==> config.mk <==
export PLATFORM = sky130hd
export DESIGN_NAME = irq_ctrl_flat
export DESIGN_NICKNAME = d
export VERILOG_FILES = /design/src/rtl/irq_ctrl_if.sv /design/src/rtl/irq_ctrl.sv /design/src/flat_wrapper.sv
export SDC_FILE = /design/constraint.sdc
export NUM_CORES = 1
export LEC_CHECK = 0
export CORE_MARGIN = 10
export CORE_UTILIZATION = 33
export DETAILED_ROUTE_END_ITERATION = 6
export PLACE_DENSITY = 0.94
export SLEW_MARGIN = 10
export SYNTH_ARGS = -nofsm -noshare
export SYNTH_HDL_FRONTEND = slang
export SYNTH_SLANG_ARGS = --single-unit
==> constraint.sdc <==
create_clock -name clk -period 3 [get_ports clk]
set_input_delay 0.6 -clock clk [delete_from_list [all_inputs] [get_ports clk]]
set_output_delay 0.6 -clock clk [all_outputs]
set_load 0.01 [all_outputs]
==> src/rtl/irq_ctrl_if.sv <==
`default_nettype none
// ============================================================================
// Module   : irq_ctrl_if
// Brief    : Source, CSR and trap-handshake bundle between the CSR unit and
//            the machine-level interrupt controller.
// Revision : 1.0 - initial release
// ============================================================================
interface irq_ctrl_if #(
  parameter int NUM_LOCAL = 4
);
  logic                 ext_irq;
  logic                 timer_irq;
  logic [NUM_LOCAL-1:0] local_irq;
  logic [31:0]          mip_in;
  logic                 wr_mip;
  logic [31:0]          mie_in;
  logic                 wr_mie;
  logic                 mstatus_mie;
  logic                 mret;
  logic                 trap_ack;
  logic [31:0]          mip;
  logic [31:0]          mie;
  logic                 trap_req;
  logic [31:0]          trap_cause;

  modport master (
    output ext_irq, timer_irq, local_irq, mip_in, wr_mip, mie_in, wr_mie,
           mstatus_mie, mret, trap_ack,
    input  mip, mie, trap_req, trap_cause
  );

  modport slave (
    input  ext_irq, timer_irq, local_irq, mip_in, wr_mip, mie_in, wr_mie,
           mstatus_mie, mret, trap_ack,
    output mip, mie, trap_req, trap_cause
  );
endinterface
`default_nettype wire

==> src/rtl/irq_ctrl.sv <==
`default_nettype none
// ============================================================================
// Module   : irq_ctrl
// Brief    : Machine-level interrupt controller owning MIP/MIE, with local
//            platform interrupts, fixed-priority arbitration and trap handshake.
// Revision : 1.0 - initial release
// ============================================================================
module irq_ctrl #(
  parameter int                   NUM_LOCAL   = 4,
  parameter logic [NUM_LOCAL-1:0] LOCAL_EDGE  = '0,
  parameter int                   SYNC_STAGES = 2
) (
  input  wire logic   clk,
  input  wire logic   rst,
  irq_ctrl_if.slave   bus
);

  localparam int          c_NSRC     = NUM_LOCAL + 2;
  localparam logic [31:0] c_LOC_ONES = {{(32-NUM_LOCAL){1'b0}}, {NUM_LOCAL{1'b1}}};
  localparam logic [31:0] c_MIE_MASK = 32'h0000_0888 | (c_LOC_ONES << 16);

  localparam logic [1:0]  c_IDLE    = 2'd0;
  localparam logic [1:0]  c_REQ     = 2'd1;
  localparam logic [1:0]  c_SERVICE = 2'd2;

  logic [c_NSRC-1:0]    w_src;
  logic [c_NSRC-1:0]    w_sync;
  logic [NUM_LOCAL-1:0] w_mip_loc;
  logic [NUM_LOCAL-1:0] w_ack_clr;
  logic [31:0]          w_mip;
  logic [31:0]          w_act;
  logic                 w_any;
  logic [4:0]           w_code;
  logic                 w_take;
  logic                 w_unused;

  logic                 r_meip;
  logic                 r_mtip;
  logic                 r_msip;
  logic [31:0]          r_mie;
  logic [1:0]           r_state;
  logic [4:0]           r_code;

  // Source vector layout: {local[N-1:0], timer, ext}
  assign w_src    = {bus.local_irq, bus.timer_irq, bus.ext_irq};
  assign w_unused = &{1'b0, bus.mip_in};

  generate
    if (SYNC_STAGES == 0) begin : g_nosync
      assign w_sync = w_src;
    end else begin : g_sync
      logic [c_NSRC-1:0] r_chain [SYNC_STAGES];
      always_ff @(posedge clk) begin
        if (rst) begin
          for (int s = 0; s < SYNC_STAGES; s++) r_chain[s] <= '0;
        end else begin
          r_chain[0] <= w_src;
          for (int s = 1; s < SYNC_STAGES; s++) r_chain[s] <= r_chain[s-1];
        end
      end
      assign w_sync = r_chain[SYNC_STAGES-1];
    end
  endgenerate

  always_ff @(posedge clk) begin
    if (rst) begin
      r_meip <= 1'b0;
      r_mtip <= 1'b0;
      r_msip <= 1'b0;
      r_mie  <= '0;
    end else begin
      r_meip <= w_sync[0];
      r_mtip <= w_sync[1];
      if (bus.wr_mip) r_msip <= bus.mip_in[3];
      if (bus.wr_mie) r_mie  <= bus.mie_in & c_MIE_MASK;
    end
  end

  assign w_take = (r_state == c_REQ) && bus.trap_ack;

  generate
    for (genvar i = 0; i < NUM_LOCAL; i++) begin : g_local
      assign w_ack_clr[i] = w_take && (r_code == 5'(16 + i));
      if (LOCAL_EDGE[i]) begin : g_edge
        logic r_prev;
        logic r_pend;
        always_ff @(posedge clk) begin
          if (rst) begin
            r_prev <= 1'b0;
            r_pend <= 1'b0;
          end else begin
            r_prev <= w_sync[2+i];
            // A new edge outranks a coincident software or ack clear
            if (w_sync[2+i] && !r_prev)
              r_pend <= 1'b1;
            else if ((bus.wr_mip && !bus.mip_in[16+i]) || w_ack_clr[i])
              r_pend <= 1'b0;
          end
        end
        assign w_mip_loc[i] = r_pend;
      end else begin : g_level
        logic r_lvl;
        always_ff @(posedge clk) begin
          if (rst) r_lvl <= 1'b0;
          else     r_lvl <= w_sync[2+i];
        end
        assign w_mip_loc[i] = r_lvl;
      end
    end
  endgenerate

  always_comb begin
    w_mip                   = '0;
    w_mip[11]               = r_meip;
    w_mip[7]                = r_mtip;
    w_mip[3]                = r_msip;
    w_mip[16 +: NUM_LOCAL]  = w_mip_loc;
  end

  assign w_act = bus.mstatus_mie ? (w_mip & r_mie) : '0;
  assign w_any = |w_act;

  // Later assignments win: lowest priority first, MEI last
  always_comb begin
    w_code = 5'd0;
    for (int i = 0; i < NUM_LOCAL; i++) begin
      if (w_act[16+i]) w_code = 5'(16 + i);
    end
    if (w_act[7])  w_code = 5'd7;
    if (w_act[3])  w_code = 5'd3;
    if (w_act[11]) w_code = 5'd11;
  end

  always_ff @(posedge clk) begin
    if (rst) begin
      r_state <= c_IDLE;
      r_code  <= 5'd0;
    end else begin
      case (r_state)
        c_IDLE: begin
          if (w_any) begin
            r_code  <= w_code;
            r_state <= c_REQ;
          end
        end
        c_REQ: begin
          if (bus.trap_ack)  r_state <= c_SERVICE;
          else if (!w_any)   r_state <= c_IDLE;
        end
        c_SERVICE: begin
          if (bus.mret) r_state <= c_IDLE;
        end
        default: r_state <= c_IDLE;
      endcase
    end
  end

  assign bus.mip        = w_mip;
  assign bus.mie        = r_mie;
  assign bus.trap_req   = (r_state == c_REQ);
  assign bus.trap_cause = (r_state == c_IDLE) ? 32'd0 : {1'b1, 26'd0, r_code};

endmodule
`default_nettype wire

==> src/flat_wrapper.sv <==
// flat-port wrapper written by rule: the top's interface ports become plain ports
module irq_ctrl_flat 
#(
  parameter int                   NUM_LOCAL   = 4,
  parameter logic [NUM_LOCAL-1:0] LOCAL_EDGE  = '0,
  parameter int                   SYNC_STAGES = 2
)
  (clk, rst, bus_ext_irq, bus_timer_irq, bus_local_irq, bus_mip_in, bus_wr_mip, bus_mie_in, bus_wr_mie, bus_mstatus_mie, bus_mret, bus_trap_ack, bus_mip, bus_mie, bus_trap_req, bus_trap_cause);
  irq_ctrl_if #(.NUM_LOCAL(NUM_LOCAL)) bus_i ();
  input  wire logic clk;
  input  wire logic rst;
  input wire logic [$bits(bus_i.ext_irq)-1:0] bus_ext_irq;
  input wire logic [$bits(bus_i.timer_irq)-1:0] bus_timer_irq;
  input wire logic [$bits(bus_i.local_irq)-1:0] bus_local_irq;
  input wire logic [$bits(bus_i.mip_in)-1:0] bus_mip_in;
  input wire logic [$bits(bus_i.wr_mip)-1:0] bus_wr_mip;
  input wire logic [$bits(bus_i.mie_in)-1:0] bus_mie_in;
  input wire logic [$bits(bus_i.wr_mie)-1:0] bus_wr_mie;
  input wire logic [$bits(bus_i.mstatus_mie)-1:0] bus_mstatus_mie;
  input wire logic [$bits(bus_i.mret)-1:0] bus_mret;
  input wire logic [$bits(bus_i.trap_ack)-1:0] bus_trap_ack;
  output wire logic [$bits(bus_i.mip)-1:0] bus_mip;
  output wire logic [$bits(bus_i.mie)-1:0] bus_mie;
  output wire logic [$bits(bus_i.trap_req)-1:0] bus_trap_req;
  output wire logic [$bits(bus_i.trap_cause)-1:0] bus_trap_cause;
  assign bus_i.ext_irq = bus_ext_irq;
  assign bus_i.timer_irq = bus_timer_irq;
  assign bus_i.local_irq = bus_local_irq;
  assign bus_i.mip_in = bus_mip_in;
  assign bus_i.wr_mip = bus_wr_mip;
  assign bus_i.mie_in = bus_mie_in;
  assign bus_i.wr_mie = bus_wr_mie;
  assign bus_i.mstatus_mie = bus_mstatus_mie;
  assign bus_i.mret = bus_mret;
  assign bus_i.trap_ack = bus_trap_ack;
  assign bus_mip = bus_i.mip;
  assign bus_mie = bus_i.mie;
  assign bus_trap_req = bus_i.trap_req;
  assign bus_trap_cause = bus_i.trap_cause;
  irq_ctrl #(.NUM_LOCAL(NUM_LOCAL), .LOCAL_EDGE(LOCAL_EDGE), .SYNC_STAGES(SYNC_STAGES)) u_core (.clk(clk), .rst(rst), .bus(bus_i));
endmodule
# After elaboration in Yosys (flattened, before gate mapping)
# Memory sizes are Yosys's and may differ from the RTL's. A register that Yosys moved wholly into a read port is not among the register bits.
# Cells that the tools add are included.
[totals]
reg_bits = 15
wordCells = 36
latchBits = 0
mem_count = 1
romBits = 0
mem_bits_rw = 12
[mem_list]
columns = ["memory", "words", "width", "read_ports", "rd_clocked_by_memory_dff", "write_ports", "line_no", "text"]
rows = [
  ["u_core.g_sync.r_chain", 2, 6, 2, 1, 2, "irq_ctrl.sv:52", "logic [c_NSRC-1:0] r_chain [SYNC_STAGES];"],
]
[classes]
bitwise = 3
add_sub_neg = 0
n_lt_le_gt_ge = 0
shifts = 0
muxes = 19
eq_ne = 5
div_mod_pow = 0
multipliers = 0
n_reduce_logical = 4
[op_table]
columns = ["op", "n"]
rows = [
  ["32-bit two-way mux", 2],
  ["5-bit two-way mux", 7],
  ["32-bit OR reduction", 1],
  ["20-bit AND", 1],
  ["6-bit two-way mux", 2],
  ["2-bit two-way mux", 4],
  ["2-bit one-hot mux with 3 select lines", 1],
  ["1-bit two-way mux", 3],
  ["3-bit != test, second input constant", 1],
  ["3-bit AND reduction", 1],
  ["2-bit by 1-bit == test with 1-bit output, second input constant", 1],
  ["2-bit == test, second input constant", 1],
  ["2-bit logical NOT", 1],
  ["2-bit by 1-bit != test with 1-bit output, second input constant", 1],
  ["2-bit != test, second input constant", 1],
  ["1-bit OR", 2],
  ["2-bit AND reduction", 1],
]

# Longest topological paths before layout
# Gate-level depths: netlist (run 1).
[depth]
ltp_word = 9
ltp_mapped = 4
depth_no_buf = 4

# Worst setup path after synthesis (run 1)
# OpenSTA, ideal clock, no wires.
[synth_path]
path_kind = "register to output"
start = "reg u_core.r_state[0]"
end = "out bus_trap_cause[1]"
n_path_buf = 0
arrival_ps = 701
required_ps = 2400
path_slack_ps = 1699
path_stages_with_launch = 3
path_cell_list = "dfxtp_1 -> nor2_4 -> and2b_1"
[synth_between]
elab_chain_cells = 2
[synth_lines]
columns = ["item", "line_no", "text"]
rows = [
  ["from (decl)", "irq_ctrl.sv:41", "logic [1:0] r_state;"],
  ["from (signal assigned)", "irq_ctrl.sv:136", "r_state <= c_IDLE;"],
  ["from (signal assigned)", "irq_ctrl.sv:143", "r_state <= c_REQ;"],
  ["from (signal assigned)", "irq_ctrl.sv:147", "if (bus.trap_ack) r_state <= c_SERVICE;"],
  ["2-bit logical NOT", "irq_ctrl.sv:161", "assign bus.trap_cause = (r_state == c_IDLE) ? 32'd0 : {1'b1, 26'd0, r_code};"],
  ["32-bit two-way mux", "irq_ctrl.sv:161", ""],
  ["to (decl)", "flat_wrapper.sv:25", "output wire logic [$bits(bus_i.trap_cause)-1:0] bus_trap_cause;"],
]
# No other way between the ends.

# Worst setup path in the final report (run 1)
[layout_path]
start = "reg u_core.r_state[0]"
end = "out bus_trap_cause[3]"
# The elaborated chain is that of the path after synthesis.

==> results of run 1 <==
[state kept, by name, indices dropped and copies added, names as in the netlist]
name and count:
u_core.bus.mie 7, u_core.g_local.g_level.r_lvl 4, u_core.r_meip 1, u_core.r_mtip 1
u_core.r_code 5, u_core.r_state 2, u_core.r_msip 1, u_core.g_sync.r_chain 12
[worst max-delay path, stage by stage (launching register included)]
cell             delay, ns
dfxtp_1               0.35
nor2_4                0.20
and2b_1               0.21
clkdlybuf4s50_1       0.48
[layer usage]
| layer | GRT usage [%] | vias up | part of all wire (%) |
|---|---|---|---|
| met5 | 0 | - | 0 |
| met4 | 2.66 | 0 | 0.38 |
| met3 | 4.48 | 2 | 13 |
| met2 | 15.4 | 64 | 53 |
| met1 | 7.47 | 501 | 34 |
| li1 | - | 548 | - |
[cells in the mapped netlist (2+ instances only)]
cell      instances
a21oi_1           2
and2b_1           3
buf_4            83
clkbuf_1          3
dfxtp_1          33
inv_1             3
mux2i_1           8
nand2_1           7
nand3_1           3
nor2_1           11
nor2b_1          20
o21ai_0           2
[worst max-delay path by stage]
stage	from	slack (ns)	end	cells after the start
2_1_floorplan	u_core.r_state[0]$_SDFFE_PP0P_	1.70	bus_trap_cause[1]	2
3_3_place_gp	bus_mstatus_mie	1.16	u_core.r_code[0]$_SDFFE_PP0P_	4
3_5_place_dp	bus_mstatus_mie	1.11	u_core.r_code[0]$_SDFFE_PP0P_	4
4_1_cts	u_core.r_state[0]$_SDFFE_PP0P_	0.85	bus_trap_cause[3]	3
5_1_grt	u_core.r_state[0]$_SDFFE_PP0P_	0.79	bus_trap_cause[4]	3
6_report	u_core.r_state[0]$_SDFFE_PP0P_	0.88	bus_trap_cause[3]	3
[kinds of logic after synthesis]
family,count (synthesis)
AO/OA/AOI/OAI,14
other,1
AND/OR/NAND/NOR,51
multiplexers,8
flip-flops,33
buffers and inverters,90
[final cells by class]
class	instances	area, um2	share of cell area, %
multi-input cells	149	778	37.6
well taps	70	87.6	4.23
flip-flops and latches	33	661	31.9
repair buffers	42	418	20.2
inverters	3	11.3	0.544
clock inverters	3	46.3	2.24
clock buffers	5	68.8	3.32
[power by group through the flow]
| stage | logic, mW | registers [mW] | clock network (mW) |
|---|---|---|---|
| after detailed placement | 0.131 | 0.478 | 0 |
| after CTS | 0.132 | 0.468 | 0.428 |
| after global routing | 0.149 | 0.470 | 0.455 |
| after global placement | 0.129 | 0.478 | 0 |
| after floorplan | 0.154 | 0.478 | 0 |
| final | 0.136 | 0.468 | 0.414 |
==> key figures, run 1 <==
Setup path
  • Worst r2r dst: u_core.r_code[4]$_SDFFE_PP0P_
  • FF-to-FF setup slack: roughly 1.6 ns
  • CP Max Fanout: 8
  • Data required time of the worst path: approximately 2.4 ns
  • Crit Path Category: reg2out
  • Crit path launch type: flop
  • Crit path DAT: between 1.5 and 2 ns
  • Critical path endpoint category: output port
  • R2r startpoint: u_core.g_local[3].g_level.r_lvl$_SDFF_PP0_
  • Reg2reg path depth: 4

Synth
  • Synth area leaders: dfxtp_1 37%, buf_4 34%, nor2b_1 6.9%, mux2i_1 4.4%, nor2_1 2.3%
  • Post-synth ARST share: 0%
  • Mapped Area: 1810 um2
  • Top_reg_cell synth: dfxtp_1
  • Synth Area in Compound Gates: roughly 7.1%
  • Syn Area/Cell: 9.18 um2
  • Largest family of logic cells by synthesized area: buffers and inverters
  • Synth cell types: 31
  • Mux contribution to synthesized area: 4.43%
  • Synth Warn #: 0
  • Yosys reg bits: 33
  • Cell count after synthesis: ~200
  • Post-Synth XOR/XNOR Area: 0%
  • Post-synthesis simple-gate area fraction: 15.7%
  • Post-synth EDFFs: 0
  • Synth Area in Adders: 0%
  • Share of the synthesized area in the top cell type: a little over a third
  • Synth area leader: dfxtp_1
  • Register area share after synthesis: approximately 37%

Layout
  • Layout cells sized above 1: under 10%
  • Final instance area: a little over 2000 um2
  • P&R area growth vs syn: 14.5%
  • Layout Cells excl Fill: 305
  • N_diodes: 0
  • Most frequent cells in the layout: 76 x conb_1, 41 x clkdlybuf4s50_1, 33 x dfxtp_1
  • Final net count: between 300 and 400
  • Post-layout util: about 40%
  • Commonest non-fill, non-tap cell in the layout: conb_1
  • Fill cells: around 530

Global routing
  • Vias in the first global route: approximately 1.2k
  • Largest net degree at the start of global routing: 24
  • Initial antenna violation count: 0
  • First-pass GRT wire length: between 5 and 6 mm
  • Total GRT Usage: just over 8%
  • Aggregate global routing overflow: 0

Power
  • Max IR drop VDD: about 0.00029 V
  • Cell Int Power: about 0.76 mW
  • Leak: about 0.92 nW
  • Total power: slightly above 1 mW
  • Combinational Power Share: 13.3%
  • Sequential power share: 46.0%
  • Clock power share: between 40% and 50%
  • Sw Ratio: about a quarter
  • Sw Pwr: between 0.2 and 0.3 mW
  • Cell Pwr Density: 492 nW/um2

Floorplan
  • Die area: ~8800 um2
  • Num rows: 26
  • Starting Density: between 30% and 40%
  • DIE HEIGHT: 94.0 um
  • Core area: about 5200 um2
  • Ports: between 150 and 200
  • Die W: between 90 and 100 um

Routing
  • First-pass detailed-route iteration total: 4
  • Per-cell routed wire length: 12.9 um
  • Vias: 1,115
  • Antenna-violating nets left: 0
  • Drt first-iter violations: 32
  • Final WL: around 3.9 mm
  • Vias per cell: 3.66
  • Drc violations: 0

Place
  • PortBufs: slightly above 40
  • Post-Place Setup Slack: roughly 1.1 ns
  • Detailed placement HPWL: 3.37 mm
  • Area after DPL: slightly below 2000 um2
  • Gp weighted congestion: roughly 0.71
  • Cells after DPL: between 200 and 300

Clock network
  • Clk Latency, worst-skew pair: 0.28 ns
  • Post-CTS Setup Bufs: 0
  • CTS Buf Count: 5
  • Max Buffers Root-to-Sink: 2
  • CTS root buffer: clkbuf_8
  • Hold_buf cts: 0
  • Clock tree sinks: 33
  • Worst-path clk slew: approximately 0.070 ns
  • TritonCTS clock tree: done
  • H-tree Lvls: 2
  • Post-cts sizing count: 0

Min path
  • Hold Path Class: reg2reg
  • Worst Hold Path Cells: 1
  • Endpoint of the worst hold path: u_core.g_sync.r_chain[1][1]$_SDFF_PP0_
  • Hold Crit Start: u_core.g_sync.r_chain[0][1]$_SDFF_PP0_

Timing
  • RSZ-0062 raised after global routing: no
  • Post-layout min period: ~2.1 ns
  • Setup Skew: approximately 0.0056 ns
  • Post-route setup slack: between 0.8 and 0.9 ns
  • Fmax: 0.471 GHz
  • Final setup fails: 0
  • Final Cycle Share: a little over two thirds
  • Hold slack: around 0.44 ns
  • Final hold vios: 0
  • Max Slew Vio Count: 0
  • Setup TNS Final: 0 ns

Run
  • Maxcap violations: 0

Outcome
  • Status: completed
Power figures use the tool's default switching activity.
==> run 2, diff against run 1 <==
--- a/config.mk
+++ b/config.mk
@@ -6,9 +6,9 @@
 export NUM_CORES = 1
 export LEC_CHECK = 0
 export CORE_MARGIN = 10
-export CORE_UTILIZATION = 33
+export CORE_UTILIZATION = 27
 export DETAILED_ROUTE_END_ITERATION = 6
-export PLACE_DENSITY = 0.94
+export PLACE_DENSITY = 0.83
 export SLEW_MARGIN = 10
 export SYNTH_ARGS = -nofsm -noshare
 export SYNTH_HDL_FRONTEND = slang
==> constraint.sdc (replaced) <==
create_clock -name clk -period 1.8 [get_ports clk]
set_input_delay 0.36 -clock clk [delete_from_list [all_inputs] [get_ports clk]]
set_output_delay 0.36 -clock clk [all_outputs]
set_load 0.01 [all_outputs]
==> run 2 against run 1 <==
Non-clock buffer count is 3 higher. Highest routed layer unchanged. Clock power up 22%. Total power up 49%. Utilization is 7.6 points lower. Hold slack worse by 0.0085 ns. Global-route usage shrank 1.3 points. Wire length rose by 2.2%. Final cell count grew 3.3%. Sequential power up 67%. Clock-buffer cell count rose by 1. Sequential share of layout area rose by 0.20 points. Largest cell class unchanged.
==> key figures, run 2 (same netlist as run 1, synthesis figures left out) <==
Routing
  • First-pass detailed-route iteration total: 4
  • Per-cell routed wire length: 12.7 um
  • Vias: about 1.1k
  • Vias per cell: 3.63
  • Final WL: approximately 4.0 mm
  • Antenna-violating nets left: 0
  • Drc violations: 0
  • Drt first-iter violations: 45

Timing
  • Final setup fails: 0
  • Final hold vios: 0
  • Max Slew Vio Count: 0
  • Hold slack: between 0.4 and 0.5 ns
  • Final Cycle Share: between 90 and 100%
  • Setup TNS Final: 0 ns
  • RSZ-0062 raised after global routing: no
  • Post-route setup slack: slightly above 0.1 ns
  • Post-layout min period: between 1.5 and 2 ns
  • Fmax: ~0.6 GHz
  • Setup Skew: 0.00761 ns

Power
  • Leak: slightly below 1 nW
  • Total power: between 1.5 and 2 mW
  • Cell Pwr Density: between 700 and 800 nW/um2
  • Max IR drop VDD: slightly above 0.0005 V

Layout
  • Biggest register: u_core.g_sync.r_chain
  • P&R area growth vs syn: 14.3%
  • N_diodes: 0
  • Final net count: about 310
  • Most frequent cells in the layout: 76 x conb_1, 36 x clkdlybuf4s50_1, 31 x dfxtp_1
  • Commonest non-fill, non-tap cell in the layout: conb_1
  • Layout cells sized above 1: under 10%
  • Max reg flops: 12
  • Fill cells: 683

Clock network
  • Hold_buf cts: 0
  • H-tree Lvls: 2
  • Clock tree sinks: 33
  • Worst-path clk slew: 0.07 ns
  • CTS Buf Count: 5
  • CTS root buffer: clkbuf_8
  • Clk Latency, worst-skew pair: around 0.27 ns
  • TritonCTS clock tree: done
  • Max Buffers Root-to-Sink: 2

Setup path
  • CP Max Fanout: 6
  • Crit path launch type: flop
  • Critical path endpoint category: output port
  • Crit Path Category: reg2out
  • Cell with the largest stage delay on the worst path: clkdlybuf4s50_1
  • Crit path cell chain: nor2_4, nor2_1, clkdlybuf4s50_1
  • Crit path DAT: roughly 1.3 ns
  • Max stage delay on crit path: around 0.55 ns
  • Data required time of the worst path: 1.44 ns
  • FF-to-FF setup slack: between 0.3 and 0.4 ns

Floorplan
  • Num rows: 29
  • Starting Density: about 28%
  • Core area: 6420 um2
  • Die area: 10,400 um2
  • Die W: 102 um
  • DIE HEIGHT: 102 um
  • Ports: between 150 and 200

Global routing
  • First-pass GRT wire length: 5.62 mm
  • Initial antenna violation count: 0
  • Largest net degree at the start of global routing: 20
  • Total GRT Usage: 7.00%
  • Aggregate global routing overflow: 0
  • Vias in the first global route: 1,157

Place
  • Post-Place Setup Slack: around 0.15 ns
  • Gp weighted congestion: roughly 0.8
  • PortBufs: 41
  • Detailed placement HPWL: 3.45 mm

Run
  • Maxcap violations: 0

Min path
  • Hold Path Class: reg2reg

Outcome
  • Status: completed
[run 2: changes by cell type in the layout (fill, tap and decap cells not counted)]
| cell | before | now |
|---|---|---|
| dfxtp_2 | 0 | 2 |
| dfxtp_1 | 33 | 31 |
| bufinv_16 | 1 | 0 |
| clkinv_4 | 1 | 0 |
| clkbuf_1 | 0 | 1 |
| clkinvlp_4 | 1 | 0 |
| dlymetal6s2s_1 | 0 | 1 |
| clkdlybuf4s50_1 | 41 | 36 |
| dlygate4sd2_1 | 0 | 3 |
| clkinv_2 | 0 | 2 |
| buf_4 | 1 | 4 |
| clkbuf_2 | 0 | 1 |
[run 2: worst max-delay path, delay by kind of cell (launching register included)]
kind	cells	cell delay [ns]
buf+inv	1	0.55
flops	1	0.37
simple gates	2	0.15
[run 2: repair_timing]
action | CTS | global route
hold endpoints to repair | 0 | 0
pin swaps | 1 | 1
setup endpoints to repair | 6 | 2
gates resized for setup | 6 | 3
setup buffers | 2 | 0
[run 2: area by class of cell]
class / instances / area [um2] / share of cell area [%]
repair buffers: 45 / 434 / 21.0
multi-input cells: 149 / 778 / 37.7
clock buffers: 6 / 72.6 / 3.51
flip-flops and latches: 33 / 663 / 32.1
inverters: 3 / 11.3 / 0.545
clock inverters: 2 / 10.0 / 0.485
well taps: 77 / 96.3 / 4.66
[run 2: path summary, 6_finish.rpt]
path | from | end | cells past startpoint
worst max register to register | u_core.r_state[0]$_SDFFE_PP0P_ | u_core.r_code[0]$_SDFFE_PP0P_ | 6
worst min-delay path | u_core.g_sync.r_chain[1][3]$_SDFF_PP0_ | u_core.g_local[1].g_level.r_lvl$_SDFF_PP0_ | 1
worst max-delay path | u_core.r_state[0]$_SDFFE_PP0P_ | bus_trap_cause[0] | 3
worst min register to register | u_core.g_sync.r_chain[1][3]$_SDFF_PP0_ | u_core.g_local[1].g_level.r_lvl$_SDFF_PP0_ | 1
[run 2: report_power, final]
part           internal [mW]  leakage, nW  total, mW  switching [mW]
registers              0.760        0.272      0.781          0.0209
clock network          0.267       0.0450      0.505           0.238
logic                 0.0944        0.646      0.230           0.135
[run 2: per-stage QoR]
stage	area, um2	std cells	utilization [%]
floorplan	2090	272	-
global placement	1970	305	30.7
detailed placement	1970	305	30.7
CTS	2070	315	32.2
global route	2070	315	32.2
finish	2070	315	32.2
[run 2: routing by layer]
layer,up-vias,GRT usage [%],wire [um]
li1,551,-,-
met1,530,5.61,1260
met2,59,13.5,2130
met3,4,3.98,583
met4,0,3.04,40
met5,-,0,0
==> run 3, diff against run 2 <==
--- a/config.mk
+++ b/config.mk
@@ -9,7 +9,8 @@
 export CORE_UTILIZATION = 27
 export DETAILED_ROUTE_END_ITERATION = 6
 export PLACE_DENSITY = 0.83
-export SLEW_MARGIN = 10
+export SLEW_MARGIN = 30
 export SYNTH_ARGS = -nofsm -noshare
 export SYNTH_HDL_FRONTEND = slang
 export SYNTH_SLANG_ARGS = --single-unit
+export TNS_END_PERCENT = 5
==> run 3 against run 2 <==
Clock-buffer cell count did not move. Register-to-register slack gained 0.08 ns. Cell area fell by 0.18%. Fmax is 0.53% lower. Wire length shrank 0.37%. Critical path depth unchanged. Combinational power about the same.
==> key figures, run 3 (same netlist as run 1, synthesis figures left out) <==
Place
  • Gp weighted congestion: slightly above 0.8
  • PortBufs: 41
  • Area after DPL: about 2000 um2
  • Cells after DPL: ~310
  • Detailed placement HPWL: ~3.4 mm

Power
  • Leak: 0.962 nW
  • Cell Pwr Density: between 700 and 800 nW/um2
  • Max IR drop VDD: about 0.00052 V
  • Total power: about 1.5 mW

Layout
  • Final net count: 313
  • Max reg flops: 12
  • Sequential cell area: between 600 and 700 um2
  • Commonest non-fill, non-tap cell in the layout: conb_1
  • Final instance area: roughly 2100 um2
  • Fill cells: between 600 and 700
  • Most frequent cells in the layout: 76 x conb_1, 36 x clkdlybuf4s50_1, 31 x dfxtp_1
  • Layout cells sized above 1: 6.75%
  • Layout Cells excl Fill: ~310
  • N_diodes: 0
  • Biggest register: u_core.g_sync.r_chain
  • Multi-input gate area: between 700 and 800 um2
  • P&R area growth vs syn: 14.0%

Routing
  • Drt first-iter violations: 47
  • Final WL: 4.00 mm
  • Vias per cell: ~3.6
  • Antenna-violating nets left: 0
  • First-pass detailed-route iteration total: 3
  • Per-cell routed wire length: approximately 13 um
  • Drc violations: 0
  • Vias: around 1.1k

Run
  • Maxcap violations: 0

Floorplan
  • Num rows: 29
  • DIE HEIGHT: 102 um
  • Core area: approximately 6400 um2
  • Ports: between 150 and 200
  • Starting Density: approximately 28%
  • Die area: 10,400 um2
  • Die W: 102 um

Timing
  • Max Slew Vio Count: 0
  • Final hold vios: 0
  • Final setup fails: 0
  • Post-layout min period: 1.71 ns
  • RSZ-0062 raised after global routing: yes
  • Setup TNS Final: 0 ns
  • Setup Skew: 0.00773 ns
  • Hold slack: approximately 0.43 ns
  • Fmax: 0.586 GHz
  • Final Cycle Share: between 90 and 100%

Clock network
  • Max Buffers Root-to-Sink: 2
  • Clk Latency, worst-skew pair: roughly 0.28 ns
  • Worst-path clk slew: about 0.070 ns
  • CTS Buf Count: 5
  • TritonCTS clock tree: done
  • Clock tree sinks: 33
  • H-tree Lvls: 2
  • CTS root buffer: clkbuf_8

Min path
  • Hold Path Class: reg2reg

Global routing
  • First-pass GRT wire length: 5.60 mm
  • Total GRT Usage: 6.97%
  • Aggregate global routing overflow: 0
  • Largest net degree at the start of global routing: 20
  • Most Crowded Layer GR: met2
  • Met3 track demand over resource: 3.98%
  • Initial antenna violation count: 0
  • Met2 usage: between 10% and 20%
  • Vias in the first global route: ~1.1k
  • Met1 GRT Util: 5.57%

Outcome
  • Status: completed

Setup path
  • Max stage delay on crit path: 0.49 ns
  • Crit path cell chain: nor2_4, nor2_1, clkdlybuf4s50_1
  • CP Buf/Inv Count: 1
  • Critical path endpoint category: output port
  • Cell with the largest stage delay on the worst path: clkdlybuf4s50_1
  • Crit Path Category: reg2out
  • Data required time of the worst path: 1.44 ns
  • Crit path DAT: roughly 1.4 ns
  • CP Max Fanout: 8
  • Crit path launch type: flop
  • Cell family with most CP delay: buffers and inverters
run 3: cell count changes in the layout (fill, tap and decap cells not counted), sizes merged:
cell | before | now
buf | 4 | 3
clkbuf | 7 | 6
dlygate4sd2 | 3 | 4
run 3: routing by layer:
layer | wire length, um | up-vias
li1 | - | 551
met1 | 1250 | 525
met2 | 2130 | 59
met3 | 583 | 4
met4 | 40 | 0
met5 | 0 | -
run 3: final timing paths:
kind	start	to	slack [ns]	cells after the start
setup / recovery	u_core.r_state[1]$_SDFFE_PP0P_	bus_trap_cause[0]	0.09	3
hold / removal	u_core.g_sync.r_chain[1][3]$_SDFF_PP0_	u_core.g_local[1].g_level.r_lvl$_SDFF_PP0_	0.43	1
setup reg to reg	u_core.r_state[1]$_SDFFE_PP0P_	u_core.r_code[0]$_SDFFE_PP0P_	0.41	5
hold reg to reg	u_core.g_sync.r_chain[1][3]$_SDFF_PP0_	u_core.g_local[1].g_level.r_lvl$_SDFF_PP0_	0.43	1
run 3: cell type report:
class | count | area share [%]
Clock buffer | 6 | 3.52
Inverter | 3 | 0.546
Timing Repair Buffer | 44 | 20.9
Sequential cell | 33 | 32.2
Tap cell | 77 | 4.67
Clock inverter | 2 | 0.485
Multi-Input combinational cell | 149 | 37.7
run 3: repair_timing:
item                                    4_1_cts  5_1_grt
resized for setup                             6        1
endpoints found under the setup margin        6        2
pin swaps                                     1        0
hold buffers                                  0        0
endpoints found under the hold margin         0        0
setup buffers                                 1        0
run 3: power by group:
group          switching [mW]  internal [mW]  leakage, nW
clock network           0.238          0.267       0.0450
registers              0.0210          0.760        0.272
logic                   0.135         0.0936        0.645
run 3: metrics by stage:
stage / utilization, % / setup WS [ns]
finish: 32.1 / 0.0932
global route: 32.1 / -0.00695
CTS: 32.1 / 0.0464
detailed placement: 30.7 / 0.149
global placement: 30.7 / 0.162
floorplan: - / 0.522
run 3: worst reg2reg max path: cells and delay by family (launching register included):
family	cells	cell delay [ns]
AOI/OAI and AO/OA	2	0.51
DFF	1	0.34
and+or+nand+nor	2	0.32
buffers and inverters	1	0.14
